$ cat src/rtl/popcount29_weight_enum.sv
// popcount29_weight_enum
// Streams every N-bit vector with exactly k ones, in ascending numeric order,
// for a requested weight k. One vector per cycle using a single-cycle Gosper
// successor; a valid/ready handshake on the output and a request handshake
// on the input. Weights above N are rejected with a one-cycle err pulse.

module popcount29_weight_enum #(
  parameter int N  = 29,
  parameter int W  = 5,
  parameter int IW = 27
) (
  input  logic          clk,
  input  logic          rst,
  input  logic          req_valid,
  output logic          req_ready,
  input  logic [W-1:0]  req_weight,
  input  logic          abort,
  output logic          out_valid,
  input  logic          out_ready,
  output logic [N-1:0]  out_vec,
  output logic          out_last,
  output logic [IW-1:0] out_index,
  output logic          err
);

  typedef enum logic {
    IDLE,
    RUN
  } state_t;

  localparam int           CW  = $clog2(N);
  localparam logic [W-1:0] N_W = W'(N);

  state_t        state;
  logic [N-1:0]  vec_q;
  logic [N-1:0]  top_q;
  logic [IW-1:0] index_q;
  logic          last_q;
  logic          err_q;

  logic [N:0]    req_ones;
  logic [N-1:0]  req_top;
  logic          req_ok;
  logic          req_first_last;

  logic [CW-1:0] ctz;
  logic [N:0]    v_ext;
  logic [N:0]    t;
  logic [N:0]    t_inc;
  logic [N:0]    low_run;
  logic [N:0]    succ;
  logic          succ_last;

  // Decode an incoming request: first vector, final vector and legality of k
  always_comb begin
    req_ones       = ((N+1)'(1) << req_weight) - (N+1)'(1);
    req_top        = req_ones[N-1:0] << (N_W - req_weight);
    req_first_last = (req_ones == {1'b0, req_top});
    req_ok         = (req_weight <= N_W);
  end

  // Priority encoder: position of the lowest set bit of the current vector
  always_comb begin
    ctz = '0;
    for (int i = N - 1; i >= 0; i--) begin
      if (vec_q[i]) begin
        ctz = CW'(i);
      end
    end
  end

  // Gosper successor evaluated one bit wider than the vector
  always_comb begin
    v_ext     = {1'b0, vec_q};
    t         = v_ext | (v_ext - (N+1)'(1));
    t_inc     = t + (N+1)'(1);
    low_run   = ((~t & t_inc) - (N+1)'(1)) >> ({1'b0, ctz} + (CW+1)'(1));
    succ      = t_inc | low_run;
    succ_last = (succ == {1'b0, top_q});
  end

  // Control FSM and all registered outputs
  always_ff @(posedge clk or posedge rst) begin
    if (rst) begin
      state   <= IDLE;
      vec_q   <= '0;
      top_q   <= '0;
      index_q <= '0;
      last_q  <= 1'b0;
      err_q   <= 1'b0;
    end else begin
      err_q <= 1'b0;
      case (state)
        IDLE: begin
          if (req_valid) begin
            if (req_ok) begin
              vec_q   <= req_ones[N-1:0];
              top_q   <= req_top;
              index_q <= '0;
              last_q  <= req_first_last;
              state   <= RUN;
            end else begin
              err_q <= 1'b1;
            end
          end
        end
        RUN: begin
          if (abort) begin
            last_q <= 1'b0;
            state  <= IDLE;
          end else if (out_ready) begin
            if (last_q) begin
              last_q <= 1'b0;
              state  <= IDLE;
            end else begin
              vec_q   <= succ[N-1:0];
              index_q <= index_q + IW'(1);
              last_q  <= succ_last;
            end
          end
        end
        default: state <= IDLE;
      endcase
    end
  end

  assign req_ready = (state == IDLE);
  assign out_valid = (state == RUN);
  assign out_vec   = vec_q;
  assign out_last  = last_q;
  assign out_index = index_q;
  assign err       = err_q;

endmodule

$ cat config.mk
export PLATFORM = sky130hd
export DESIGN_NAME = popcount29_weight_enum
export DESIGN_NICKNAME = d
export VERILOG_FILES = /design/src/rtl/popcount29_weight_enum.sv
export SDC_FILE = /design/constraint.sdc
export NUM_CORES = 1
export LEC_CHECK = 0
export ABC_AREA = 1
export CORE_MARGIN = 1
export CORE_UTILIZATION = 50
export DETAILED_ROUTE_END_ITERATION = 10
export PLACE_DENSITY = 0.79
export RECOVER_POWER = 25
export SYNTH_ARGS = -nofsm -noshare
export SYNTH_HDL_FRONTEND = slang
export SYNTH_SLANG_ARGS = --single-unit
$ cat constraint.sdc
create_clock -name clk -period 12.35 [get_ports clk]
set_clock_uncertainty 0.15 [all_clocks]
set_input_delay 3.705 -clock clk [delete_from_list [all_inputs] [get_ports clk]]
set_output_delay 3.705 -clock clk [all_outputs]
set_load 0.005 [all_outputs]
==> flow_summary.json, run 1 <==
{
  "status": "finished, violations left",
  "violations": "max-capacitance violations, max-slew violations",
  "drt-initial-drc-count": 1203,
  "async_flop_share_pct": 100.0,
  "r2r_cells": 42,
  "wl_um": 32510,
  "grt_pass1_vias": 9946,
  "min_period_ns": 9.366,
  "die_x_um": 139.3,
  "firstDrtPassIters": 7,
  "clockBufferDepth": 2,
  "avgSynthCellArea_sq_um": 5.868,
  "worstReg2RegStart": "out_vec[0]",
  "fin_crit_sh_pct": 75.84,
  "ir_drop_mv": 0.1241,
  "end_kind": "flip-flop",
  "grt_max_degree": 72,
  "gr-usage-all-layers_pct": 33.40,
  "finalSetupViolations": 0,
  "cp-start-kind": "input pin",
  "synth-edff-count": 0,
  "postSynthCellCount": 1606,
  "syn-num-nets": 1647,
  "power_density_mw_per_mm2": 273.7,
  "hold_violations": 0,
  "worst_pin_slew_ns": 1.680,
  "power_leakage_uw": 0.005207,
  "yosys_warnings": 0,
  "timing.final.ws_setup_ns": 2.984,
  "crit_fanout": 43,
  "start_util_pct": 51.76,
  "final_core_util_pct": 57.76,
  "nNetsFinal": 1671,
  "wl_per_cell_um": 17.44,
  "hold_path.class": "reg2reg",
  "antenna_left": 0,
  "cts_setup_buffers": 0,
  "setup_tns_ns": 0,
  "viasPerCell": 5.958,
  "numClockSinks": 88,
  "fillers": 1804,
  "htreeDepth": 3,
  "drc": 0,
  "rows": 49,
  "dp_hpwl_um": 25090,
  "drive_gt1_share_pct": 4.526,
  "yosysTopAreaCellShare_pct": 23.37,
  "crit_start": "req_weight[1]",
  "synthFlopType": "dfrtp_1",
  "synth-seq-cells": 88,
  "yosysMostFrequentCell": "nand2_1",
  "clk_latency_ns": 0.34,
  "grt_pass1_wl_um": 51740,
  "grt_antenna_before_repair": 0,
  "coreArea_sq_mm": 0.01821,
  "cp.required_ns": 12.43,
  "overflow": 0,
  "ys_top_cells_by_count": "nand2_1 (480), nand3_1 (218), inv_1 (201), nor2_1 (151), o21ai_0 (111)",
  "place_ws_ns": 2.771,
  "synth_top_cell_by_area": "dfrtp_1",
  "die_h_um": 139.3,
  "maxCapViolCount": 1,
  "gp_congestion": 1.025,
  "hold_path_depth": 2,
  "vias": 11110,
  "finalMaxSlewViolations": 36,
  "path_class": "in2reg",
  "cts_made_buffers": 9,
  "post-place-cells": 1848,
  "die-area_sq_mm": 0.01940,
  "cts_tree": "done",
  "rsz0062_at_grt": "no",
  "ys_seq_area_share_pct": 23.37,
  "antenna_cells": 0,
  "fmax_ghz": 0.1068,
  "cts_resized": 0,
  "synth_cell_type_count": 55,
  "clk_pin_slew_worst_paths_ns": 0.06,
  "cts_root_buf": "clkbuf_16",
  "arrival_ns": 9.44,
  "ctsHoldBuffers": 0,
  "synth_area_sq_mm": 0.009424,
  "hp-start": "top_q[18]",
  "instances_no_fill": 1864,
  "synthTopCellsByArea": "dfrtp_1 (23%), nand2_1 (19%), nand3_1 (12%)",
  "io_buffers": 69,
  "area_growth_pct": 11.60,
  "slew_headroom_pct": -12.59,
  "ios": 70
}
==> registers in the layout (all words and copies together) (netlist names) <==
signal / flops
out_vec: 29
top_q: 29
out_index: 27
err: 1
out_last: 1
out_valid: 1
==> metal layers <==
metal | part of all wire, % | routed length [um] | global-route usage, % | vias up
met5 | 0 | 0 | 0 | -
li1 | - | - | - | 5344
met1 | 41 | 13330 | 44.00 | 5021
met4 | 5.4 | 1746 | 17.13 | 0
met2 | 43 | 13990 | 51.44 | 613
met3 | 11 | 3435 | 7.261 | 128
==> path summary, 6_finish.rpt <==
check,endpoint,slack (ns)
max in group asynchronous,out_index[7],6.63
hold / removal,top_q[18],0.34
setup reg to reg,out_last,5.99
min in group asynchronous,out_vec[2],4.06
hold reg to reg,top_q[18],0.34
setup / recovery,out_index[26],2.98
==> cell families after synthesis <==
family,Yosys count,synth area share [%]
simple gates,970,45.67
buf+inv,283,11.42
compound gates,216,13.66
flops,88,23.37
fa+ha+maj,31,4.116
xor+xnor,17,1.660
mux,1,0.1062
==> worst max-delay path, stage by stage <==
cell	delay, ns
clkdlybuf4s50_1	0.78
inv_2	0.43
ha_1	0.20
nand2_1	0.07
a31oi_1	0.28
nand2_2	0.08
inv_2	0.56
nor2_1	0.34
inv_2	0.59
nand3_1	0.19
nor2_1	0.21
nand3_1	0.11
nor2_1	0.14
nand2_1	0.08
nor2_1	0.09
nand2_1	0.05
inv_1	0.07
nand3_1	0.11
nor3_1	0.32
nand3_1	0.15
nor2_1	0.22
nand2_1	0.08
nor3b_1	0.24
nand2_1	0.10
o21ai_0	0.16
a21oi_1	0.06
==> cell type report <==
type	count	area, sq um	area share [%]
tap	229	286.5	2.724
sequential	88	2202	20.94
clock inverter	6	66.31	0.6305
clock buffer	10	229.0	2.177
inverter	219	824.5	7.840
timing repair buffer	77	750.7	7.138
multi-input combinational	1235	6158	58.55
==> cell usage in the layout (no fill, tap or decap), types with 3 or more instances in the layout <==
cell type	n
nand2_1	479
nand3_1	218
inv_1	200
nor2_1	150
o21ai_0	111
dfrtp_1	88
clkdlybuf4s50_1	43
nor3_1	39
ha_1	31
a21oi_1	28
nand4_1	27
o221ai_1	27
dlygate4sd3_1	26
inv_2	12
xor2_1	10
o211ai_1	10
nor4_1	9
clkbuf_16	9
buf_4	8
a31oi_1	7
nand2_2	6
a211oi_1	6
nand3_2	6
nand3b_1	6
o21ai_1	6
xnor2_1	6
clkinv_1	5
nand2_4	4
nor2_4	4
or2_2	4
clkinv_2	3
nor3_2	3
o31ai_1	3
a21oi_2	3
or4_1	3
o21a_1	3
nor3b_1	3
==> power by group <==
group	leakage [uW]	switching, uW	internal (uW)	total, uW
clock	0.000147	118	158	276
sequential	0.00114	119	373	492
combinational	0.00392	1430	684	2110
total	0.00521	1660	1220	2880
==> metrics by stage <==
| stage | total power (uW) | instance area (sq um) | hold WS (ns) |
|---|---|---|---|
| after floorplan | 1929 | 9424 | 0.3030 |
| after global placement | 2524 | 10220 | 0.3211 |
| after detailed placement | 2549 | 10220 | 0.3238 |
| after CTS | 2829 | 10520 | 0.3391 |
| after global routing | 3141 | 10520 | 0.3501 |
| final | 2879 | 10520 | 0.3388 |
Note: power is estimated with default switching activity, not from simulation.
==> run 2: changes to the inputs <==
Clock period 12.35 ns to 9 ns, I/O delays scaled along.
==> run 2 against run 1 <==
Compared with the run above: the flow still finishes with violations (max-capacitance violations, max-slew violations); sequential share of layout area fell by 0.13 points; design area rose by 0.64%; sequential power rose by 37%; power rose by 39%; via count fell by 1.3%; wire length fell by 2.0%; flip-flop and latch count did not move; combinational power rose by 38%; die area did not move; clock power rose by 51%; setup slack got worse by 1.4 ns; largest power group unchanged.
==> flow_summary.json, run 2 (synthesis results as in run 1) <==
{
  "arrival_ns": 6.61,
  "vias": 10970,
  "most-common-layout-cells": "nand2_1 (479), nand3_1 (218), inv_1 (200)",
  "wl_per_cell_um": 17.05,
  "grt_max_degree": 89,
  "power_density_mw_per_mm2": 379.2,
  "power_leakage_uw": 0.005190,
  "crit_end": "top_q[24]",
  "htreeDepth": 3,
  "dr_wl_met2_um": 14570,
  "clockBufferDepth": 2,
  "setup_tns_ns": 0,
  "ctsHoldBuffers": 0,
  "ios": 70,
  "viasPerCell": 5.870,
  "crit_fanout": 88,
  "rows": 49,
  "grt_pass1_wl_um": 51410,
  "grt_antenna_before_repair": 0,
  "cts_made_buffers": 9,
  "firstDrtPassIters": 6,
  "status": "finished, violations left",
  "cp-start-kind": "input pin",
  "fin_crit_sh_pct": 82.58,
  "clk_latency_ns": 0.34,
  "nNetsFinal": 1675,
  "finalSetupViolations": 0,
  "hold_violations": 0,
  "io_buffers": 69,
  "finalMaxSlewViolations": 89,
  "hold_path.class": "reg2reg",
  "cp.required_ns": 8.19,
  "dp_hpwl_um": 24920,
  "r2r_cells": 42,
  "ir_drop_mv": 0.1548,
  "maxCapViolCount": 1,
  "gr-usage-all-layers_pct": 33.01,
  "overflow": 0,
  "violations": "max-capacitance violations, max-slew violations",
  "crit_start": "rst",
  "path_class": "in2async",
  "m1WireLength_um": 13640,
  "antenna_cells": 0,
  "area_growth_pct": 12.32,
  "min_period_ns": 7.432,
  "die_h_um": 139.3,
  "slew_headroom_pct": -211.3,
  "rrSetupSlack_ns": 2.62,
  "drive_gt1_share_pct": 4.759,
  "whs_ns": 0.3421,
  "grt_pass1_vias": 10040,
  "fillers": 1849,
  "worstReg2RegStart": "out_vec[0]",
  "gp_congestion": 1.014,
  "numClockSinks": 88,
  "wl_um": 31840,
  "wl_met3_um": 2653,
  "drc": 0,
  "coreArea_sq_mm": 0.01821,
  "cts_tree": "done",
  "worst_pin_slew_ns": 4.670,
  "r2r_end": "out_last",
  "antenna_left": 0,
  "rsz0062_at_grt": "no",
  "die-area_sq_mm": 0.01940,
  "drt-initial-drc-count": 1234,
  "fmax_ghz": 0.1346,
  "die_x_um": 139.3,
  "clk_pin_slew_worst_paths_ns": 0.06,
  "end_kind": "async pin",
  "top_layer": "met4",
  "final_common_cell": "nand2_1",
  "cts_setup_buffers": 0,
  "cts_resized": 0,
  "cts_root_buf": "clkbuf_16",
  "start_util_pct": 51.76
}
==> run 2: cell types whose count changed in the layout (fill, tap and decap cells not counted) <==
cell | previous run | this run
clkdlybuf4s50_1 | 43 | 65
bufinv_16 | 1 | 2
buf_4 | 8 | 11
clkbuf_8 | 0 | 1
inv_8 | 0 | 1
dlygate4sd3_1 | 26 | 4
clkinv_2 | 3 | 1
==> run 2: per-stage QoR <==
step / setup WS [ns] / cell area [sq um] / total power, uW / utilization (%) / std cells
final: 1.568 / 10590 / 4014 / 58.13 / 1868
after detailed placement: 1.331 / 10250 / 3517 / 56.30 / 1852
after global routing: 0.6348 / 10590 / 4359 / 58.13 / 1868
after floorplan: 2.852 / 9424 / 2647 / - / 1606
after global placement: 1.470 / 10250 / 3493 / 56.30 / 1852
after CTS: 1.636 / 10590 / 3946 / 58.15 / 1868
==> run 2: layout make-up <==
class	instances	area (sq um)	area share, %
Multi-Input combinational cell	1235	6158	58.18
Sequential cell	88	2202	20.80
Inverter	219	824.5	7.790
Timing Repair Buffer	81	777.0	7.340
Tap cell	229	286.5	2.707
Clock buffer	10	239.0	2.258
Clock inverter	6	97.59	0.9220
==> run 2: worst min path at each step <==
stage / from / endpoint / slack, ns / cells after the start
after floorplan: top_q[18] / top_q[18] / 0.30 / 2
after global placement: top_q[18] / top_q[18] / 0.32 / 2
after detailed placement: top_q[18] / top_q[18] / 0.32 / 2
after CTS: top_q[18] / top_q[18] / 0.34 / 2
after global routing: top_q[18] / top_q[18] / 0.35 / 2
final: top_q[18] / top_q[18] / 0.34 / 2
==> run 2: routing by layer <==
layer	up-vias	global-route usage, %
met1	5027	44.22
met2	518	54.22
met3	69	4.749
li1	5352	-
met4	0	11.64
met5	-	0
==> run 2: critical path: stages <==
cell and delay, ns:
dlygate4sd3_1 0.54, clkinvlp_2 0.06, clkbuf_1 3.26
==> run 2: power by group <==
part,switching (uW),internal (uW),leakage [uW]
sequential,164,512,0.00114
clock,161,255,0.000166
combinational,1970,952,0.00389
